File: src/rtl/atm_pkg.sv
// Shared definitions for the ATM PIN-entry block: state encoding, keypad
// codes and a helper for sizing the BCD digit buffer.
package atm_pkg;

    typedef enum logic [2:0] {
        ST_IDLE    = 3'd0,
        ST_COLLECT = 3'd1,
        ST_VERIFY  = 3'd2,
        ST_GRANTED = 3'd3,
        ST_LOCKED  = 3'd4,
        ST_ABORT   = 3'd5
    } state_t;

    localparam logic [3:0] KEY_CLEAR = 4'hA;
    localparam logic [3:0] KEY_ENTER = 4'hB;

    // Each PIN digit is one BCD nibble.
    function automatic int buf_width(input int digits);
        return 4 * digits;
    endfunction

endpackage

File: src/rtl/atm_timeout_ctr.sv
// Inactivity counter for the PIN-entry session. It counts enabled cycles
// since the last restart and saturates at the terminal count, where expired
// is flagged.
module atm_timeout_ctr #(
    parameter int TIMEOUT_CYCLES = 1000
) (
    input  logic clk,
    input  logic rst,
    input  logic enable,
    input  logic restart,
    output logic expired
);

    localparam int CW = $clog2(TIMEOUT_CYCLES);
    localparam logic [CW-1:0] TERM = CW'(TIMEOUT_CYCLES - 1);

    logic [CW-1:0] cnt_q;
    logic [CW-1:0] cnt_d;

    // Next count: restart wins, otherwise count up and hold at the terminal value.
    always_comb begin
        cnt_d = cnt_q;
        if (restart) begin
            cnt_d = '0;
        end else if (enable && (cnt_q != TERM)) begin
            cnt_d = cnt_q + CW'(1);
        end
    end

    // Counter register, cleared by the active-low reset.
    always_ff @(posedge clk or negedge rst) begin
        if (!rst) begin
            cnt_q <= '0;
        end else begin
            cnt_q <= cnt_d;
        end
    end

    assign expired = enable && (cnt_q == TERM);

endmodule

File: src/rtl/atm_pin_entry.sv
// PIN-entry stage ahead of the ATM transaction FSM. Collects keypad digits,
// compares them with the card's reference PIN, limits wrong attempts and
// aborts the session after a period of keypad inactivity.
module atm_pin_entry
    import atm_pkg::*;
#(
    parameter int PIN_DIGITS     = 4,
    parameter int MAX_TRIES      = 3,
    parameter int TIMEOUT_CYCLES = 1000
) (
    input  logic                    clk,
    input  logic                    rst,
    input  logic                    card_inserted,
    input  logic [4*PIN_DIGITS-1:0] pin_ref,
    input  logic                    key_valid,
    input  logic [3:0]              key_data,
    output logic                    key_ready,
    output logic                    pin_correct,
    output logic                    pin_fail,
    output logic                    card_retain,
    output logic [2:0]              tries_left
);

    localparam int BW    = buf_width(PIN_DIGITS);
    localparam int CNT_W = $clog2(PIN_DIGITS + 1);
    localparam logic [CNT_W-1:0] FULL_CNT  = CNT_W'(PIN_DIGITS);
    localparam logic [2:0]       TRIES_MAX = 3'(MAX_TRIES);

    state_t           state_q, state_d;
    logic [BW-1:0]    buf_q, buf_d;
    logic [CNT_W-1:0] cnt_q, cnt_d;
    logic [2:0]       tries_q, tries_d;
    logic             key_ready_q, key_ready_d;
    logic             pin_correct_q, pin_correct_d;
    logic             pin_fail_q, pin_fail_d;
    logic             card_retain_q, card_retain_d;

    logic timer_enable;
    logic timer_restart;
    logic timer_expired;
    logic key_taken;
    logic key_is_digit;
    logic key_is_code;
    logic pin_match;

    assign key_taken    = key_valid && key_ready_q;
    assign key_is_digit = (key_data <= 4'd9);
    assign key_is_code  = (key_data <= KEY_ENTER);
    assign pin_match    = (cnt_q == FULL_CNT) && (buf_q == pin_ref);
    assign timer_enable = (state_q == ST_COLLECT);

    atm_timeout_ctr #(
        .TIMEOUT_CYCLES (TIMEOUT_CYCLES)
    ) u_timeout (
        .clk     (clk),
        .rst     (rst),
        .enable  (timer_enable),
        .restart (timer_restart),
        .expired (timer_expired)
    );

    // Session control: card removal first, then per-state key handling,
    // verification and timeout; outputs are derived from the next state.
    always_comb begin
        state_d       = state_q;
        buf_d         = buf_q;
        cnt_d         = cnt_q;
        tries_d       = tries_q;
        pin_fail_d    = 1'b0;
        timer_restart = 1'b1;

        if ((state_q != ST_IDLE) && !card_inserted) begin
            state_d = ST_IDLE;
            buf_d   = '0;
            cnt_d   = '0;
        end else begin
            case (state_q)
                ST_IDLE: begin
                    if (card_inserted) begin
                        state_d = ST_COLLECT;
                        tries_d = TRIES_MAX;
                        buf_d   = '0;
                        cnt_d   = '0;
                    end
                end
                ST_COLLECT: begin
                    timer_restart = 1'b0;
                    if (key_taken && key_is_code) begin
                        timer_restart = 1'b1;
                        if (key_is_digit) begin
                            if (cnt_q != FULL_CNT) begin
                                buf_d = {buf_q[BW-5:0], key_data};
                                cnt_d = cnt_q + CNT_W'(1);
                            end
                        end else if (key_data == KEY_CLEAR) begin
                            buf_d = '0;
                            cnt_d = '0;
                        end else begin
                            state_d = ST_VERIFY;
                        end
                    end else if (timer_expired) begin
                        pin_fail_d = 1'b1;
                        state_d    = ST_ABORT;
                    end
                end
                ST_VERIFY: begin
                    if (pin_match) begin
                        state_d = ST_GRANTED;
                    end else if (tries_q > 3'd1) begin
                        tries_d    = tries_q - 3'd1;
                        pin_fail_d = 1'b1;
                        buf_d      = '0;
                        cnt_d      = '0;
                        state_d    = ST_COLLECT;
                    end else begin
                        tries_d    = 3'd0;
                        pin_fail_d = 1'b1;
                        state_d    = ST_LOCKED;
                    end
                end
                default: begin
                    state_d = state_q;
                end
            endcase
        end

        key_ready_d   = (state_d == ST_COLLECT);
        pin_correct_d = (state_d == ST_GRANTED);
        card_retain_d = (state_d == ST_LOCKED);
    end

    // State, datapath and registered outputs with active-low async reset.
    always_ff @(posedge clk or negedge rst) begin
        if (!rst) begin
            state_q       <= ST_IDLE;
            buf_q         <= '0;
            cnt_q         <= '0;
            tries_q       <= TRIES_MAX;
            key_ready_q   <= 1'b0;
            pin_correct_q <= 1'b0;
            pin_fail_q    <= 1'b0;
            card_retain_q <= 1'b0;
        end else begin
            state_q       <= state_d;
            buf_q         <= buf_d;
            cnt_q         <= cnt_d;
            tries_q       <= tries_d;
            key_ready_q   <= key_ready_d;
            pin_correct_q <= pin_correct_d;
            pin_fail_q    <= pin_fail_d;
            card_retain_q <= card_retain_d;
        end
    end

    assign key_ready   = key_ready_q;
    assign pin_correct = pin_correct_q;
    assign pin_fail    = pin_fail_q;
    assign card_retain = card_retain_q;
    assign tries_left  = tries_q;

endmodule

File: config.mk
export PLATFORM = sky130hd
export DESIGN_NAME = atm_pin_entry
export DESIGN_NICKNAME = d
export VERILOG_FILES = /design/src/rtl/atm_pkg.sv /design/src/rtl/atm_timeout_ctr.sv /design/src/rtl/atm_pin_entry.sv
export SDC_FILE = /design/constraint.sdc
export NUM_CORES = 1
export LEC_CHECK = 0
export ABC_CLOCK_PERIOD_IN_PS = 2900
export CAP_MARGIN = 20
export CORE_MARGIN = 3
export CORE_UTILIZATION = 50
export DETAILED_ROUTE_END_ITERATION = 7
export PLACE_DENSITY = 0.77
export SYNTH_ARGS = -nofsm -noshare
export SYNTH_HDL_FRONTEND = slang
export SYNTH_SLANG_ARGS = --single-unit
File: constraint.sdc
create_clock -name clk -period 2.9 [get_ports clk]
set_clock_uncertainty 0.15 [all_clocks]
set_input_delay 0.58 -clock clk [delete_from_list [all_inputs] [get_ports clk]]
set_output_delay 0.58 -clock clk [all_outputs]
set_load 0.02 [all_outputs]
After elaboration in Yosys (flattened, before gate mapping)

Cells that the tools add are included.

Flip-flop bits (word level): 39
Bits of input ports: 24
Output and inout bits: 7
Logic and storage cells: 90

Add/subtract/negate cells: 3
Magnitude comparators: 3
Eq/ne operators: 19
Multiplexer cells: 41
Bitwise operators: 1
Reductions and logical operators: 14

Operator list:

| kind                                                   | count |
|---|---|
| 2-to-1 mux 16 bit                                      | 8 |
| 2-to-1 mux 3 bit                                       | 19 |
| case mux 16 bit (3 select lines)                       | 1 |
| 2-to-1 mux 10 bit                                      | 2 |
| case mux 3 bit (3 select lines)                        | 2 |
| == test 16 bit                                         | 1 |
| inequality test 3 bit (second input constant)          | 5 |
| adder 10 x 1 -> 10 bit (second input constant)         | 1 |
| == test 10 bit (second input constant)                 | 1 |
| inequality test 10 bit (second input constant)         | 1 |
| less-or-equal comparator 4 bit (second input constant) | 2 |
| inequality test 4 bit (second input constant)          | 2 |
| 2-to-1 mux 1 bit                                       | 7 |
| AND reduction 7 bit                                    | 1 |
| == test 3 x 1 -> 1 bit (second input constant)         | 2 |
| == test 3 x 2 -> 1 bit (second input constant)         | 2 |
| == test 3 bit (second input constant)                  | 2 |
| logical AND 1 bit                                      | 6 |
| case mux 3 bit (2 select lines)                        | 1 |
| == test 4 bit (second input constant)                  | 1 |
| inequality test 2 bit (second input constant)          | 2 |
| AND reduction 4 bit                                    | 1 |
| nonzero test 2 bit                                     | 2 |
| nonzero test 4 bit                                     | 1 |
| other kinds (8)                                        | 8 |

Depth between registers and ports, before layout

Gate-level depths: netlist (run 1).

Word-level depth: 7
Gate-level depth with buffers: 8
Mapped depth without buffers: 7

Cells and area by module

A second synthesis (run 1) with hierarchy kept.

Cells, all modules: 214
Area total of the unflattened synthesis: 2165.8 µm²

Modules (own cells, without submodules):

| module          | instances | cells an instance | area an instance (µm²) | sequential area each (µm²) |
|---|---|---|---|---|
| atm_pin_entry   | 1         | 161               | 1644.1                 | 728.2 |
| atm_timeout_ctr | 1         | 53                | 521.8                  | 250.2 |

Least setup slack after synthesis (run 1)

OpenSTA, ideal clock, no wires.

Path kind: register to register
From: register tries_q[1], in the netlist tries_left[1]
To: register buf_q[0]
Setup time: 0.124 ns
Arrival time: 2.150 ns
Required time: 2.626 ns
Path slack: 0.477 ns
Cell stages (with the launch flop): 9
Path buffers: 1
Clock period less this slack: 2.423 ns
Cell sequence: dfstp_2 -> inv_1 -> ha_1 -> o21bai_1 -> and3_1 -> or4_4 -> buf_6 -> a32oi_1 -> nand2_1

Cells in the longest elaborated chain, start to end: 3

RTL lines:

| item                            | line                 | text |
|---|---|---|
| start: declaration              | atm_pin_entry.sv:32  | `logic [2:0] tries_q, tries_d;` |
| start signal: assignment        | atm_pin_entry.sv:147 | `tries_q <= tries_d;` |
| > comparator 3 x 1 -> 1 bit     | atm_pin_entry.sv:109 | `end else if (tries_q > 3'd1) begin` |
| inequality test 3 bit (no line) | n/a                  |  |
| AND reduction 7 bit (no line)   | n/a                  |  |
| end signal: assignment          | atm_pin_entry.sv:145 | `buf_q <= buf_d;` |
| end: declaration                | atm_pin_entry.sv:30  | `logic [BW-1:0] buf_q, buf_d;` |

Every way passes these cells.
A chain may end at the register's enable or synchronous reset.

Worst setup path in the final report (run 1)

From: input port key_data[1]
To: register cnt_q[1]

Cells in the longest elaborated chain, start to end: 5
Elaborated cells on any way between the ends: 12
Those cells by class: order compare (2); eq/ne (4); mux (4); reduce/logical (2)

RTL lines:

| item                            | line                 | text |
|---|---|---|
| start: declaration              | atm_pin_entry.sv:16  | `input logic [3:0] key_data,` |
| less-or-equal comparator 4 bit  | atm_pin_entry.sv:47  | `assign key_is_digit = (key_data <= 4'd9);` |
| 2-to-1 mux 3 bit                | atm_pin_entry.sv:90  | `if (key_is_digit) begin` |
| 2-to-1 mux 3 bit                | atm_pin_entry.sv:88  | `if (key_taken && key_is_code) begin` |
| case mux 3 bit (3 select lines) | atm_pin_entry.sv:77  | `case (state_q)` |
| 2-to-1 mux 3 bit                | atm_pin_entry.sv:72  | `if ((state_q != ST_IDLE) && !card_inserted) begin` |
| end signal: assignment          | atm_pin_entry.sv:146 | `cnt_q <= cnt_d;` |
| end: declaration                | atm_pin_entry.sv:31  | `logic [CNT_W-1:0] cnt_q, cnt_d;` |

Parallel ways exist; a longest one is shown, timed or not. The select of a mux whose other input is x is not followed.

==> results of run 1 <==
==> flip-flops by register name, indices dropped and copies added (netlist names) <==
name and flops:
state_q 3, cnt_q 3, pin_fail 1, buf_q 16, card_retain 1, tries_left 3
u_timeout.cnt_q 10, key_ready 1, pin_correct 1
==> worst paths after layout <==
check	slack, ns	end
max	0.35	cnt_q[1]$_DFFE_PN0P_
min	0.25	u_timeout.cnt_q[7]$_DFFE_PN0P_
max reg2reg	0.37	cnt_q[1]$_DFFE_PN0P_
min reg2reg	0.40	u_timeout.cnt_q[8]$_DFFE_PN0P_
max in group asynchronous	1.80	state_q[2]$_DFF_PN0_
min in group clk	0.40	u_timeout.cnt_q[8]$_DFFE_PN0P_
==> kinds of logic (layout without fill, tap and decap cells) <==
kind of cell             Yosys count  after routing  synth area share
adder cells (fa/ha/maj)            5              5            0.0267
AO/OA/AOI/OAI                     49             49             0.154
AND/OR/NAND/NOR                  118            118             0.274
buffers and inverters             23             54            0.0444
flip-flops                        39             39             0.418
XOR/XNOR                          22             22            0.0824
==> cell usage after synthesis (all sizes together), types with 3 or more instances <==
library cell / instances
nor2: 18
nand3: 27
o21ai: 6
inv: 10
a32oi: 15
dfrtp: 37
a211oi: 3
a21oi: 8
clkbuf: 9
and3: 3
o211ai: 3
buf: 4
xor2: 4
and2: 4
ha: 5
or3: 3
nand2: 29
nor3: 11
xnor2: 18
nand4: 6
==> through the flow <==
step	hold WS [ns]	instances	setup WS [ns]	power [mW]	utilization
floorplan	0.134	256	0.477	0.741	-
global placement	0.379	331	0.111	0.824	0.603
detailed placement	0.392	331	0.0621	0.829	0.603
CTS	0.281	339	0.374	1.18	0.621
global route	0.311	339	0.245	1.23	0.621
finish	0.253	339	0.351	1.17	0.621
==> report_power, final <==
group | leakage (nW) | internal (mW) | switching [mW] | total (mW)
Sequential | 0.529 | 0.575 | 0.0333 | 0.609
Combinational | 0.593 | 0.0964 | 0.114 | 0.210
Clock | 0.0422 | 0.169 | 0.184 | 0.353
==> critical path, stage by stage <==
cell,delay [ns]
clkdlybuf4s50_1,0.52
nor4bb_1,0.45
a211oi_1,0.11
or4_4,0.57
a32oi_1,0.25
o21ai_1,0.09
==> metal layers <==
layer / up-vias / routed length (microns) / track usage
met1: 956 / 2520 / 0.287
met2: 51 / 2390 / 0.304
met5: - / 0 / 0
met4: 0 / 42 / 0.0494
li1: 987 / - / -
met3: 6 / 217 / 0.0446
==> final cells by class <==
type                    count  share of cell area
flip-flops and latches     39               0.354
well taps                  52              0.0236
inverters                  10              0.0136
clock inverters             1             0.00181
repair buffers             36               0.123
clock buffers               7              0.0277
multi-input cells         194               0.456
==> layout by cell type, fill, tap and decap left out, types with 4 or more instances in the layout <==
master and n:
dfrtp_1 37, clkdlybuf4s50_1 29, ha_1 5, buf_4 6, clkbuf_8 5, nand4_1 6
and2_1 4, nor3_1 8, a32oi_1 15, nand3_1 27, o21ai_0 4, xnor2_1 18
xor2_1 4, nor2_1 18, inv_1 9, nand2_1 29, a21oi_1 8
==> flow_summary.json, run 1 <==
{
  "status": "completed",
  "drt_iter0_markers": 94,
  "fin_setup_tns_ns": 0,
  "htreeDepth": 2,
  "critical_path.startpoint_type": "input pin",
  "design_area_sq_um": 2760,
  "io_buffers": 30,
  "numCtsBuffers": 5,
  "grt_pass1_wl_microns": 8600,
  "cts_sinks": 39,
  "yosys.area.top_type": "dfrtp_1",
  "placed_area_sq_um": 2680,
  "hp-class": "in2async",
  "cts-resized-gates": 0,
  "slew_viol_final": 0,
  "clk_latency_ns": 0.29,
  "period_needed_ns": 2.55,
  "yosys_warnings": 0,
  "final_nets": 315,
  "synth_top_cell_area_share": 0.396,
  "fp.dieW_microns": 74.4,
  "end_kind": "flop",
  "ios": 31,
  "dr.pass1.iters": 5,
  "cellPowerDensity_nw_per_um2": 425,
  "vias": 2000,
  "synthFlopType": "dfrtp_1",
  "synthCells": 256,
  "crit_arrival_ns": 2.57,
  "hold_buffers": 0,
  "die_y_microns": 74.4,
  "ys_top_cells_by_area": "dfrtp_1 40%, xnor2_1 6.7%, nand3_1 5.8%",
  "finalSetupViolations": 0,
  "syn-cell-area_sq_um": 2340,
  "routedWlPerCell_microns": 15.3,
  "worst_r2r_path_depth": 7,
  "synth-edff-count": 0,
  "wl_microns": 5170,
  "relSlewSlack": 0.417,
  "synth-seq-area-share": 0.418,
  "vdd_drop_max_v": 0.000267,
  "r2r-start": "tries_left[1]$_DFFE_PN1P_",
  "regArea_sq_um": 978,
  "initial_core_util": 0.526,
  "coreArea_sq_um": 4440,
  "antenna_found_initial": 0,
  "gp_congestion": 0.814,
  "antenna_cells": 0,
  "root_buffer": "clkbuf_8",
  "fp.dieArea_sq_um": 5540,
  "max_slew.worst_pin.slew_ns": 0.874,
  "grt_usage": 0.199,
  "grt_pass1_vias": 1828,
  "synth_fp_nets": 285,
  "route.detailed.drc": 0,
  "synth_seq_cells": 39,
  "dp_hpwl_microns": 3660,
  "postRouteAntennaNets": 0,
  "cts_buffer_depth": 2,
  "n_fill_cell": 400,
  "grt-ovfl-total": 0,
  "path_class": "in2reg",
  "rsz0062_at_grt": "no",
  "power_leakage_nw": 1.16,
  "cp_max_fo": 21,
  "synth_cell_type_count": 50,
  "fin_crit_sh": 0.879,
  "grt_max_degree": 40,
  "required_ns": 2.93,
  "drive_above_1_share": 0.0801,
  "cap_violations": 0,
  "cp-startpoint": "key_data[1]",
  "multi_input_area_sq_um": 1260,
  "cts_tree": "built",
  "max_clock_freq_mhz": 392,
  "syn2layout_area_growth_pct": 18.0,
  "viasPerCell": 5.90,
  "cts_setup_buffers": 0,
  "clkTransAtPathRegs_ns": 0.07,
  "finalHoldViolCount": 0,
  "syn_area_per_cell_sq_um": 9.14,
  "rows": 24,
  "async_reset_ff_frac": 1.00
}
Power figures use the tool's default switching activity.
==> run 2: changes to the inputs <==
--- a/config.mk
+++ b/config.mk
@@ -11,6 +11,7 @@
 export CORE_UTILIZATION = 50
 export DETAILED_ROUTE_END_ITERATION = 7
 export PLACE_DENSITY = 0.77
+export SKIP_LAST_GASP = 1
 export SYNTH_ARGS = -nofsm -noshare
 export SYNTH_HDL_FRONTEND = slang
 export SYNTH_SLANG_ARGS = --single-unit
==> results of run 2 <==
Final layout, timing and power as in run 1 (identical DEF).
==> run 3: changes to the inputs <==
--- a/config.mk
+++ b/config.mk
@@ -6,7 +6,6 @@
 export NUM_CORES = 1
 export LEC_CHECK = 0
 export ABC_CLOCK_PERIOD_IN_PS = 2900
-export CAP_MARGIN = 20
 export CORE_MARGIN = 3
 export CORE_UTILIZATION = 50
 export DETAILED_ROUTE_END_ITERATION = 7
==> results of run 3 <==
Final layout, timing and power as in run 1 (identical DEF).
